### config.mk
export PLATFORM = sky130hd
export DESIGN_NAME = alu_const_operand_gen
export DESIGN_NICKNAME = d
export VERILOG_FILES = /design/src/rtl/alu_const_pkg.sv /design/src/rtl/alu_const_table.sv /design/src/rtl/alu_const_operand_gen.sv
export SDC_FILE = /design/constraint.sdc
export NUM_CORES = 1
export LEC_CHECK = 0
export BUFFER_PORTS_ARGS = -buffer_cell sky130_fd_sc_hd__buf_2
export CAP_MARGIN = 15
export CORE_MARGIN = 2
export CORE_UTILIZATION = 45
export DETAILED_ROUTE_END_ITERATION = 10
export SLEW_MARGIN = 20
export SYNTH_ARGS = -nofsm -noshare
export SYNTH_HDL_FRONTEND = slang
export SYNTH_HIERARCHICAL = 1
export SYNTH_SLANG_ARGS = --single-unit
export TNS_END_PERCENT = 30
### constraint.sdc
create_clock -name clk -period 4.58 [get_ports clk]
set_input_delay 0.687 -clock clk [delete_from_list [all_inputs] [get_ports clk]]
set_output_delay 0.687 -clock clk [all_outputs]
set_load 0.1 [all_outputs]
### src/rtl/alu_const_pkg.sv
// Shared constants for the ALU port-A constant operand generator:
// default table contents, select index names and table geometry.
package alu_const_pkg;

    localparam int unsigned LOW_W_DEF   = 8;
    localparam int unsigned NUM_SEL_DEF = 16;

    localparam int unsigned SEL_1  = 0;
    localparam int unsigned SEL_8  = 1;
    localparam int unsigned SEL_10 = 2;
    localparam int unsigned SEL_18 = 3;
    localparam int unsigned SEL_20 = 4;
    localparam int unsigned SEL_28 = 5;
    localparam int unsigned SEL_30 = 6;
    localparam int unsigned SEL_38 = 7;
    localparam int unsigned SEL_66 = 8;
    localparam int unsigned SEL_AA = 9;
    localparam int unsigned SEL_06 = 10;
    localparam int unsigned SEL_60 = 11;
    localparam int unsigned SEL_02 = 12;
    localparam int unsigned SEL_04 = 13;
    localparam int unsigned SEL_40 = 14;
    localparam int unsigned SEL_80 = 15;

    // Entry 0 sits in the least significant byte.
    localparam logic [8*NUM_SEL_DEF-1:0] DEF_TABLE = {
        8'h80, 8'h40, 8'h04, 8'h02, 8'h60, 8'h06, 8'hAA, 8'h66,
        8'h38, 8'h30, 8'h28, 8'h20, 8'h18, 8'h10, 8'h08, 8'h01
    };

    function automatic logic [7:0] def_entry(input int unsigned idx);
        if (idx < NUM_SEL_DEF) begin
            return DEF_TABLE[idx*8 +: 8];
        end
        return 8'h00;
    endfunction

endpackage

### src/rtl/alu_const_table.sv
// Runtime-writable constant table with async-reset defaults and an
// OR-reduced read across all selected entries.
module alu_const_table
    import alu_const_pkg::*;
#(
    parameter int unsigned LOW_W   = LOW_W_DEF,
    parameter int unsigned NUM_SEL = NUM_SEL_DEF,
    parameter int unsigned ADDR_W  = (NUM_SEL > 1) ? $clog2(NUM_SEL) : 1
) (
    input  logic               clk,
    input  logic               rst,
    input  logic               i_we,
    input  logic [ADDR_W-1:0]  i_addr,
    input  logic [LOW_W-1:0]   i_data,
    input  logic [NUM_SEL-1:0] i_sel,
    output logic [LOW_W-1:0]   o_data
);

    logic [LOW_W-1:0] r_tab [NUM_SEL];
    logic [LOW_W-1:0] w_or;

    // Addresses at or beyond NUM_SEL never match an entry, so they are dropped.
    always_ff @(posedge clk or posedge rst) begin
        if (rst) begin
            for (int unsigned i = 0; i < NUM_SEL; i++) begin
                r_tab[i] <= LOW_W'(def_entry(i));
            end
        end else if (i_we) begin
            for (int unsigned i = 0; i < NUM_SEL; i++) begin
                if (i_addr == ADDR_W'(i)) begin
                    r_tab[i] <= i_data;
                end
            end
        end
    end

    always_comb begin
        w_or = '0;
        for (int unsigned i = 0; i < NUM_SEL; i++) begin
            if (i_sel[i]) begin
                w_or = w_or | r_tab[i];
            end
        end
    end

    assign o_data = w_or;

endmodule

### src/rtl/alu_const_operand_gen.sv
// Registered constant-operand generator for ALU port A: table lookup,
// optional upper fill, flags and a valid/ready output register.
module alu_const_operand_gen
    import alu_const_pkg::*;
#(
    parameter int unsigned WIDTH   = 16,
    parameter int unsigned LOW_W   = LOW_W_DEF,
    parameter int unsigned NUM_SEL = NUM_SEL_DEF,
    parameter int unsigned ERR_W   = 8,
    localparam int unsigned ADDR_W = (NUM_SEL > 1) ? $clog2(NUM_SEL) : 1
) (
    input  logic               clk,
    input  logic               rst,
    input  logic               req_valid,
    output logic               req_ready,
    input  logic [NUM_SEL-1:0] req_sel,
    input  logic               req_fill,
    input  logic               req_high,
    output logic               out_valid,
    input  logic               out_ready,
    output logic [WIDTH-1:0]   out_data,
    output logic               out_high,
    output logic               out_multi,
    output logic               out_zero,
    input  logic               cfg_we,
    input  logic [ADDR_W-1:0]  cfg_addr,
    input  logic [LOW_W-1:0]   cfg_data,
    output logic [ERR_W-1:0]   err_cnt
);

    generate
        if (LOW_W > WIDTH || NUM_SEL < 1) begin : g_bad_params
            $error("alu_const_operand_gen: need LOW_W <= WIDTH and NUM_SEL >= 1");
        end
    endgenerate

    // Bits above the table constant; empty when WIDTH == LOW_W.
    localparam logic [WIDTH-1:0] HI_MASK = ~WIDTH'({LOW_W{1'b1}});

    logic [LOW_W-1:0] w_low;
    logic [WIDTH-1:0] w_next_data;
    logic             w_accept;
    logic             w_multi;
    logic             w_zero;

    logic             r_valid;
    logic [WIDTH-1:0] r_data;
    logic             r_high;
    logic             r_multi;
    logic             r_zero;
    logic [ERR_W-1:0] r_err;

    alu_const_table #(
        .LOW_W   (LOW_W),
        .NUM_SEL (NUM_SEL),
        .ADDR_W  (ADDR_W)
    ) u_table (
        .clk    (clk),
        .rst    (rst),
        .i_we   (cfg_we),
        .i_addr (cfg_addr),
        .i_data (cfg_data),
        .i_sel  (req_sel),
        .o_data (w_low)
    );

    assign req_ready   = !r_valid || out_ready;
    assign w_accept    = req_valid && req_ready;
    assign w_multi     = ($countones(req_sel) > 1);
    assign w_zero      = (req_sel == '0);
    assign w_next_data = WIDTH'(w_low) | ({WIDTH{req_fill}} & HI_MASK);

    always_ff @(posedge clk or posedge rst) begin
        if (rst) begin
            r_valid <= 1'b0;
            r_data  <= '0;
            r_high  <= 1'b0;
            r_multi <= 1'b0;
            r_zero  <= 1'b0;
            r_err   <= '0;
        end else begin
            if (w_accept) begin
                r_valid <= 1'b1;
                r_data  <= w_next_data;
                r_high  <= req_high;
                r_multi <= w_multi;
                r_zero  <= w_zero;
                if (w_multi && (r_err != '1)) begin
                    r_err <= r_err + 1'b1;
                end
            end else if (out_ready) begin
                r_valid <= 1'b0;
            end
        end
    end

    assign out_valid = r_valid;
    assign out_data  = r_data;
    assign out_high  = r_high;
    assign out_multi = r_multi;
    assign out_zero  = r_zero;
    assign err_cnt   = r_err;

endmodule

==> results of run 1 <==
critical path, stage by stage:
cell and delay [ps]:
buf_2 90, inv_1 60, fa_1 570, fa_1 450, fa_1 530, fa_1 410, inv_1 70, ha_1 150
inv_1 50, fa_1 380, a211o_1 310, a2111oi_4 440, nor3_4 130, and3_1 220, xor2_1 130
where the power goes:
part	internal, W	switching, W
clock	0.000883	0.000499
combinational	0.000481	0.000782
sequential	0.00167	0.000180
layout by cell type (no fill, tap or decap), types with 5 or more instances in the layout:
| cell | synthesis | routed |
|---|---|---|
| a22o_1 | 32 | 32 |
| clkbuf_1 | 22 | 7 |
| ha_1 | 7 | 7 |
| inv_1 | 27 | 26 |
| dfstp_2 | 29 | 29 |
| fa_1 | 10 | 10 |
| dfrtp_1 | 120 | 120 |
| nand2_1 | 6 | 6 |
| nor2_2 | 9 | 9 |
| nand2b_1 | 5 | 5 |
| buf_2 | 6 | 63 |
| a221oi_1 | 32 | 32 |
| buf_4 | 8 | 18 |
| mux2_1 | 27 | 27 |
| xnor2_1 | 5 | 5 |
| clkbuf_16 | 0 | 17 |
| mux2_2 | 111 | 111 |
| nand4_1 | 11 | 11 |
final cells by class:
cell class	count	area [um2]	share of cell area, %
repair buffers	81	450	5.62
clock buffers	26	479	5.98
clock inverters	6	105	1.31
inverters	27	104	1.29
flip-flops and latches	149	3760	46.9
multi-input cells	286	2880	35.9
well taps	188	235	2.93
stage by stage:
step / area, um2 / worst slack (ps) / cells / setup TNS (ps)
finish: 8020 / 204 / 763 / 0
global route: 8020 / 4.02 / 763 / 0
CTS: 8020 / 194 / 763 / 0
detailed placement: 7440 / -246 / 731 / -1280
global placement: 7440 / -201 / 731 / -850
floorplan: 6930 / 3.61 / 500 / 0
worst paths after layout:
check	startpoint	end	slack (ps)	cells past startpoint
max	req_sel[0]	err_cnt[5]	200	15
max reg2reg	out_valid	err_cnt[1]	2760	4
min in group clk	req_valid	out_valid	470	2
min	rst	out_data[5]	450	2
max in group asynchronous	rst	u_table/r_tab[85]	3120	3
min reg2reg	out_multi	out_multi	480	2
kinds of logic (layout without fill, tap and decap cells):
kind of cell	Yosys count	after routing
flip-flops	149	149
multiplexers	139	139
AO/OA/AOI/OAI	68	68
buffers and inverters	65	140
AND/OR/NAND/NOR	55	55
adder cells (fa/ha/maj)	17	17
XOR/XNOR	7	7
registers in the layout, indices dropped and copies added, names as in the netlist:
name           flops
out_zero           1
out_data           9
out_valid          1
out_high           1
err_cnt            8
u_table/r_tab    128
out_multi          1
per-layer routing:
layer,track usage (%),vias up,routed length (um)
met5,0,-,0
met4,9.70,0,500
met3,4.47,27,969
met2,32.4,127,7430
met1,30.4,2326,7570
li1,-,1947,-
==> impl_metrics.ini, run 1 <==
[hold_path]
hold_class = in2async

[logic_synthesis]
synth_area_um2 = 6930
synth_edf_count = 0
ys_warn_count = 6
synth_xor_area_share_pct = 0.885
synth_flop_cell = dfrtp_1
synth_adder_area_share_pct = 4.15
yosysMostFrequentCell = dfrtp_1
synth_fp_nets = 552
yosysTopAreaCell = dfrtp_1
syn_inst = 500
synth_cell_types = 36
seq_area_frac_synth_pct = 54.3
synth_top_family_by_area = multiplexers
synthArstFlopShare_pct = 100
synth_mux_area_share_pct = 22.6
yosysTopAreaCellShare_pct = 43.3
synth_compound_area_share_pct = 8.76
ys_seq_elements = 149
synth-simple-area-share_pct = 5.15
syn_area_per_cell_um2 = 13.9
ys_top_cells_by_count = dfrtp_1, mux2_2, a221oi_1, a22o_1, dfstp_2
netlist_top_cells_area = dfrtp_1, mux2_2, dfstp_2, mux2_1, a221oi_1

[place]
dp_hpwl_um = 11600
port_buffers = 63
gp_congestion = 0.839

[detailed_routing]
ant_nets = 0
drt_first_pass_iters = 4
dr.first_iter.drc_count = 350
post_drt_wl_per_cell_um = 21.6
wirelength_um = 16500
drc_errors = 0
viasPerCell = 5.80
via_count = 4427

[pwr]
p_leak_nw = 3.52
power_density_nw_per_um2 = 560
power_w = 0.00449
ir_drop_uv = 256

[clock_tree]
clk_latency_ps = 420
clockBufferDepth = 2
cts_tree = built
ctsHtreeMaxLevel = 4
clkSinkCount = 149
cts_resized = 0
ctsHoldBuffers = 0
numCtsBuffers = 17
cts_setup_buffers = 0
clockRootBuffer = clkbuf_16
clk_pin_slew_worst_paths_ps = 60

[timing]
timing.final.hold_violations = 0
fin_skew_ps = 8.89
min_period_ps = 4380
clock.fmax_ghz = 0.229
setup_viol = 0
period_share_pct = 95.5
slew_viol_final = 0
rsz0062_at_grt = false
holdWs_ps = 445
relSlewSlack_pct = 38.3
tightest_slew_ps = 925

[grt]
grt_pass1_vias = 4592
grt-ovfl-total = 0
grt_max_degree = 76
grt_pass1_wl_um = 26100
antenna_found_initial = 0
track_usage_pct = 21.6

[floorplanning]
coreArea_um2 = 15100
ios = 64
dieHeight_um = 128
std_cell_rows = 45
dieWidth_um = 128
dieArea_um2 = 16400
start_util_pct = 45.7

[setup_path]
startpoint_type = input port
cp-end-kind = flip-flop
cp.arrival_ps = 4680
criticalPathCategory = in2reg
worst-path-max-fanout = 8
required_ps = 4880

[finish]
drive_gt1_share_pct = 45.4
final_nets = 614
finalCoreUtilization_pct = 53.0
nFillCells = 1271
diodes = 0
areaGrowthSynthToFinish_pct = 15.7

[outcome]
status = finished, final reports clean

[job]
maxCapViolations = 0
No activity file was read; power rests on OpenSTA's default activity.
==> run 2, diff against run 1 <==
- BUFFER_PORTS_ARGS: -buffer_cell sky130_fd_sc_hd__buf_2 -> default
- DONT_BUFFER_PORTS: default -> 1
==> impl_metrics.ini, run 2 (synthesis results as in run 1) <==
[clock_tree]
clk_latency_ps = 420
clkSinkCount = 149
cts_setup_buffers = 0
clk_pin_slew_worst_paths_ps = 60
numCtsBuffers = 17
clockBufferDepth = 2
ctsHoldBuffers = 0
clockRootBuffer = clkbuf_16
cts_resized = 0
ctsHtreeMaxLevel = 4
cts_tree = built

[detailed_routing]
viasPerCell = 6.03
ant_nets = 0
wirelength_um = 16500
drc_errors = 0
via_count = 4157
post_drt_wl_per_cell_um = 23.9
dr.first_iter.drc_count = 257
drt_first_pass_iters = 6

[floorplanning]
dieHeight_um = 128
coreArea_um2 = 15100
start_util_pct = 45.7
dieWidth_um = 128
ios = 64
std_cell_rows = 45
dieArea_um2 = 16400

[finish]
design_area_um2 = 7670
final_cells = 689
areaGrowthSynthToFinish_pct = 10.7
final_cell_mix = dfrtp_1, mux2_2, a22o_1, a221oi_1, dfstp_2
regMostFlops = u_table/r_tab
mostFrequentLayoutCell = dfrtp_1
final_nets = 542
drive_gt1_share_pct = 38.3
diodes = 0
finalCoreUtilization_pct = 50.6
largest_reg_flops = 128

[setup_path]
worst-path-max-fanout = 9
r2r-end = err_cnt[6]
required_ps = 4850
cp-end-kind = flip-flop
criticalPathCategory = in2reg
rr_startpoint = out_valid
cp-startpoint = req_sel[0]
cp.arrival_ps = 4610
rr_worst_depth = 7
regToRegSetupSlack_ps = 1840
startpoint_type = input port

[timing]
tightest_slew_ps = 1040
clock.fmax_ghz = 0.230
holdWs_ps = 165
period_share_pct = 94.9
finalSetupTns_ps = 0
rsz0062_at_grt = false
slew_viol_final = 0
fin_skew_ps = 7.19
setup_viol = 0
relSlewSlack_pct = 31.0
min_period_ps = 4340
timing.final.hold_violations = 0

[grt]
grt_pass1_vias = 4432
track_usage_pct = 21.6
grt_pass1_wl_um = 26000
grt_max_degree = 49
grt-ovfl-total = 0
antenna_found_initial = 0

[pwr]
swShare_pct = 32.4
ir_drop_uv = 304
power_frac_clock_pct = 31.5
internal_power_w = 0.00298
power_switching_w = 0.00143
p_comb_share_pct = 18.9
p_leak_nw = 3.24
power_density_nw_per_um2 = 575
p_seq_share_pct = 49.6

[place]
dpl_cell_area_um2 = 7080
port_buffers = 0
gp_congestion = 0.808
dp_hpwl_um = 11700
place_inst = 659

[job]
maxCapViolations = 0

[outcome]
status = finished, final reports clean

[hold_path]
hold_class = in2async
==> run 2: changes by cell type in the layout (fill, tap and decap cells not counted), sizes merged <==
cell,change
clkbuf,-4
clkinvlp,+2
buf,-72
==> run 2: cell type report <==
| cell class | instances | area, um2 |
|---|---|---|
| clock buffer | 22 | 464 |
| clock inverter | 8 | 128 |
| fill | 1261 | 7480 |
| inverter | 27 | 104 |
| multi-input combinational | 286 | 2880 |
| sequential | 149 | 3770 |
| tap | 188 | 235 |
| timing repair buffer | 9 | 87.6 |
==> run 2: how the worst max path moves through the flow <==
| stage | end | slack [ps] | cells after the start |
|---|---|---|---|
| floorplan | err_cnt[5] | 4 | 14 |
| global placement | err_cnt[5] | -120 | 14 |
| detailed placement | err_cnt[5] | -210 | 14 |
| CTS | err_cnt[5] | 220 | 14 |
| global route | err_cnt[5] | 100 | 14 |
| finish | err_cnt[5] | 240 | 14 |
==> run 2: layer usage <==
layer  vias to the layer above  GRT usage (%)  share of wire (%)
li1                       1808              -                  -
met1                      2192           30.1                 45
met2                       129           32.0                 46
met3                        28           6.09                6.3
met4                         0           8.99                2.9
met5                         -              0                  0
==> run 2: worst max-delay path, stage by stage <==
cell and delay [ps]:
inv_1 50, fa_1 570, fa_1 460, fa_1 530, fa_1 410, inv_1 60, ha_1 160, inv_1 60
fa_1 390, a211o_1 310, a2111oi_4 440, nor3_4 120, and3_1 210, xor2_1 140
==> run 2: power groups by stage <==
stage	sequential (W)	combinational [W]	clock, W
5_1_grt	0.00223	0.000916	0.00148
3_5_place_dp	0.00221	0.000839	0
6_report	0.00219	0.000833	0.00139
3_3_place_gp	0.00220	0.000806	0
2_1_floorplan	0.00212	0.000731	0
4_1_cts	0.00219	0.000844	0.00143
==> run 2: through the flow <==
step | setup WS (ps) | power, W
after floorplan | 3.61 | 0.00285
after global placement | -124 | 0.00300
after detailed placement | -208 | 0.00305
after CTS | 224 | 0.00446
after global routing | 96.0 | 0.00462
final | 235 | 0.00441
==> run 3, diff against run 2 <==
- HOLD_SLACK_MARGIN: default -> 0.08
- PLACE_DENSITY: default -> 0.71
==> impl_metrics.ini, run 3 (synthesis results as in run 1) <==
[outcome]
status = finished, final reports clean

[pwr]
power_frac_clock_pct = 33.4
ir_drop_uv = 336
power_switching_w = 0.00145
p_seq_share_pct = 48.3
internal_power_w = 0.00309
power_density_nw_per_um2 = 589
p_leak_nw = 3.27
power_w = 0.00454
swShare_pct = 32.0
p_comb_share_pct = 18.3

[detailed_routing]
post_drt_wl_per_cell_um = 23.6
ant_nets = 0
wirelength_um = 16300
drc_errors = 0
dr.first_iter.drc_count = 282
viasPerCell = 6.13
drt_first_pass_iters = 4
via_count = 4224

[setup_path]
regToRegSetupSlack_ps = 1820
r2r-end = err_cnt[6]
required_ps = 4840
startpoint_type = input port
rr_worst_depth = 7
worst-path-max-fanout = 9
criticalPathCategory = in2reg
cp.arrival_ps = 4600
rr_startpoint = out_valid
cp-end-kind = flip-flop

[floorplanning]
std_cell_rows = 45
ios = 64
start_util_pct = 45.7
dieWidth_um = 128
dieHeight_um = 128
dieArea_um2 = 16400
coreArea_um2 = 15100

[timing]
period_share_pct = 94.8
slew_viol_final = 0
min_period_ps = 4340
setup_viol = 0
holdWs_ps = 292
fin_skew_ps = 6.97
relSlewSlack_pct = 31.3
clock.fmax_ghz = 0.230
finalSetupTns_ps = 0
tightest_slew_ps = 1030
timing.final.hold_violations = 0
rsz0062_at_grt = false

[grt]
antenna_found_initial = 0
grt_max_degree = 95
grt-ovfl-total = 0
grt_pass1_wl_um = 25500
track_usage_pct = 21.0
grt_pass1_vias = 4511

[finish]
final_nets = 540
regMostFlops = u_table/r_tab
finalCoreUtilization_pct = 50.9
diodes = 0
nFillCells = 1217
drive_gt1_share_pct = 38.3
areaGrowthSynthToFinish_pct = 11.3
final_cells = 689
largest_reg_flops = 128
final_cell_mix = dfrtp_1, mux2_2, a22o_1, a221oi_1, dfstp_2
mostFrequentLayoutCell = dfrtp_1

[clock_tree]
clkSinkCount = 149
cts_tree = built
clockBufferDepth = 2
cts_setup_buffers = 0
cts_resized = 0
clk_pin_slew_worst_paths_ps = 60
ctsHoldBuffers = 0
ctsHtreeMaxLevel = 4
clk_latency_ps = 410
numCtsBuffers = 17
clockRootBuffer = clkbuf_16

[place]
gp_congestion = 0.829
port_buffers = 0
place_inst = 657
dp_hpwl_um = 11300

[hold_path]
hold_class = in2async

[job]
maxCapViolations = 0
## run 3: cell types whose count changed in the layout (fill, tap and decap cells not counted)
cell	before	now
clkinv_4	2	3
bufinv_16	3	5
inv_6	0	3
clkbuf_8	2	1
buf_4	8	6
inv_4	1	0
clkinvlp_4	2	0
## run 3: area by class of cell
cell class                      count  area, um2  share of cell area, %
Clock inverter                     11        199                   2.58
Timing Repair Buffer                7       72.6                  0.941
Tap cell                          188        235                   3.05
Clock buffer                       21        450                   5.84
Inverter                           27        106                   1.38
Sequential cell                   149       3770                   48.9
Multi-Input combinational cell    286       2880                   37.4
## run 3: worst max-delay path, stage by stage
cell	delay [ps]
inv_1	50
fa_1	580
fa_1	450
fa_1	540
fa_1	410
inv_1	60
ha_1	160
inv_1	50
fa_1	390
a211o_1	320
a2111oi_4	440
nor3_4	120
and3_1	210
xor2_1	140
## run 3: worst max path at each step
stage                     startpoint    endpoint  slack, ps  cells past startpoint
after CTS                 req_sel[0]  err_cnt[5]        220                     14
after floorplan           req_sel[0]  err_cnt[5]          4                     14
after detailed placement  req_sel[0]  err_cnt[5]       -220                     14
after global placement    req_sel[0]  err_cnt[5]       -130                     14
final                     req_sel[0]  err_cnt[5]        240                     14
after global routing      req_sel[0]  err_cnt[5]        110                     14
## run 3: stage by stage
step                setup WS (ps)  cell area (um2)
finish                        237             7710
global route                  108             7710
CTS                           221             7710
detailed placement           -218             7060
global placement             -134             7060
floorplan                    3.61             6930
## run 3: power by group through the flow
stage	clock, W	combinational [W]	sequential (W)
final	0.00152	0.000832	0.00219
after global routing	0.00160	0.000914	0.00223
after CTS	0.00154	0.000841	0.00219
after detailed placement	0	0.000837	0.00221
after global placement	0	0.000795	0.00220
after floorplan	0	0.000731	0.00212
## run 3: routing by layer
layer / GRT usage (%) / vias to the layer above / routed length, um
li1: - / 1815 / -
met1: 27.0 / 2236 / 6940
met2: 33.7 / 151 / 7910
met3: 6.34 / 22 / 1060
met4: 7.63 / 0 / 369
met5: 0 / - / 0
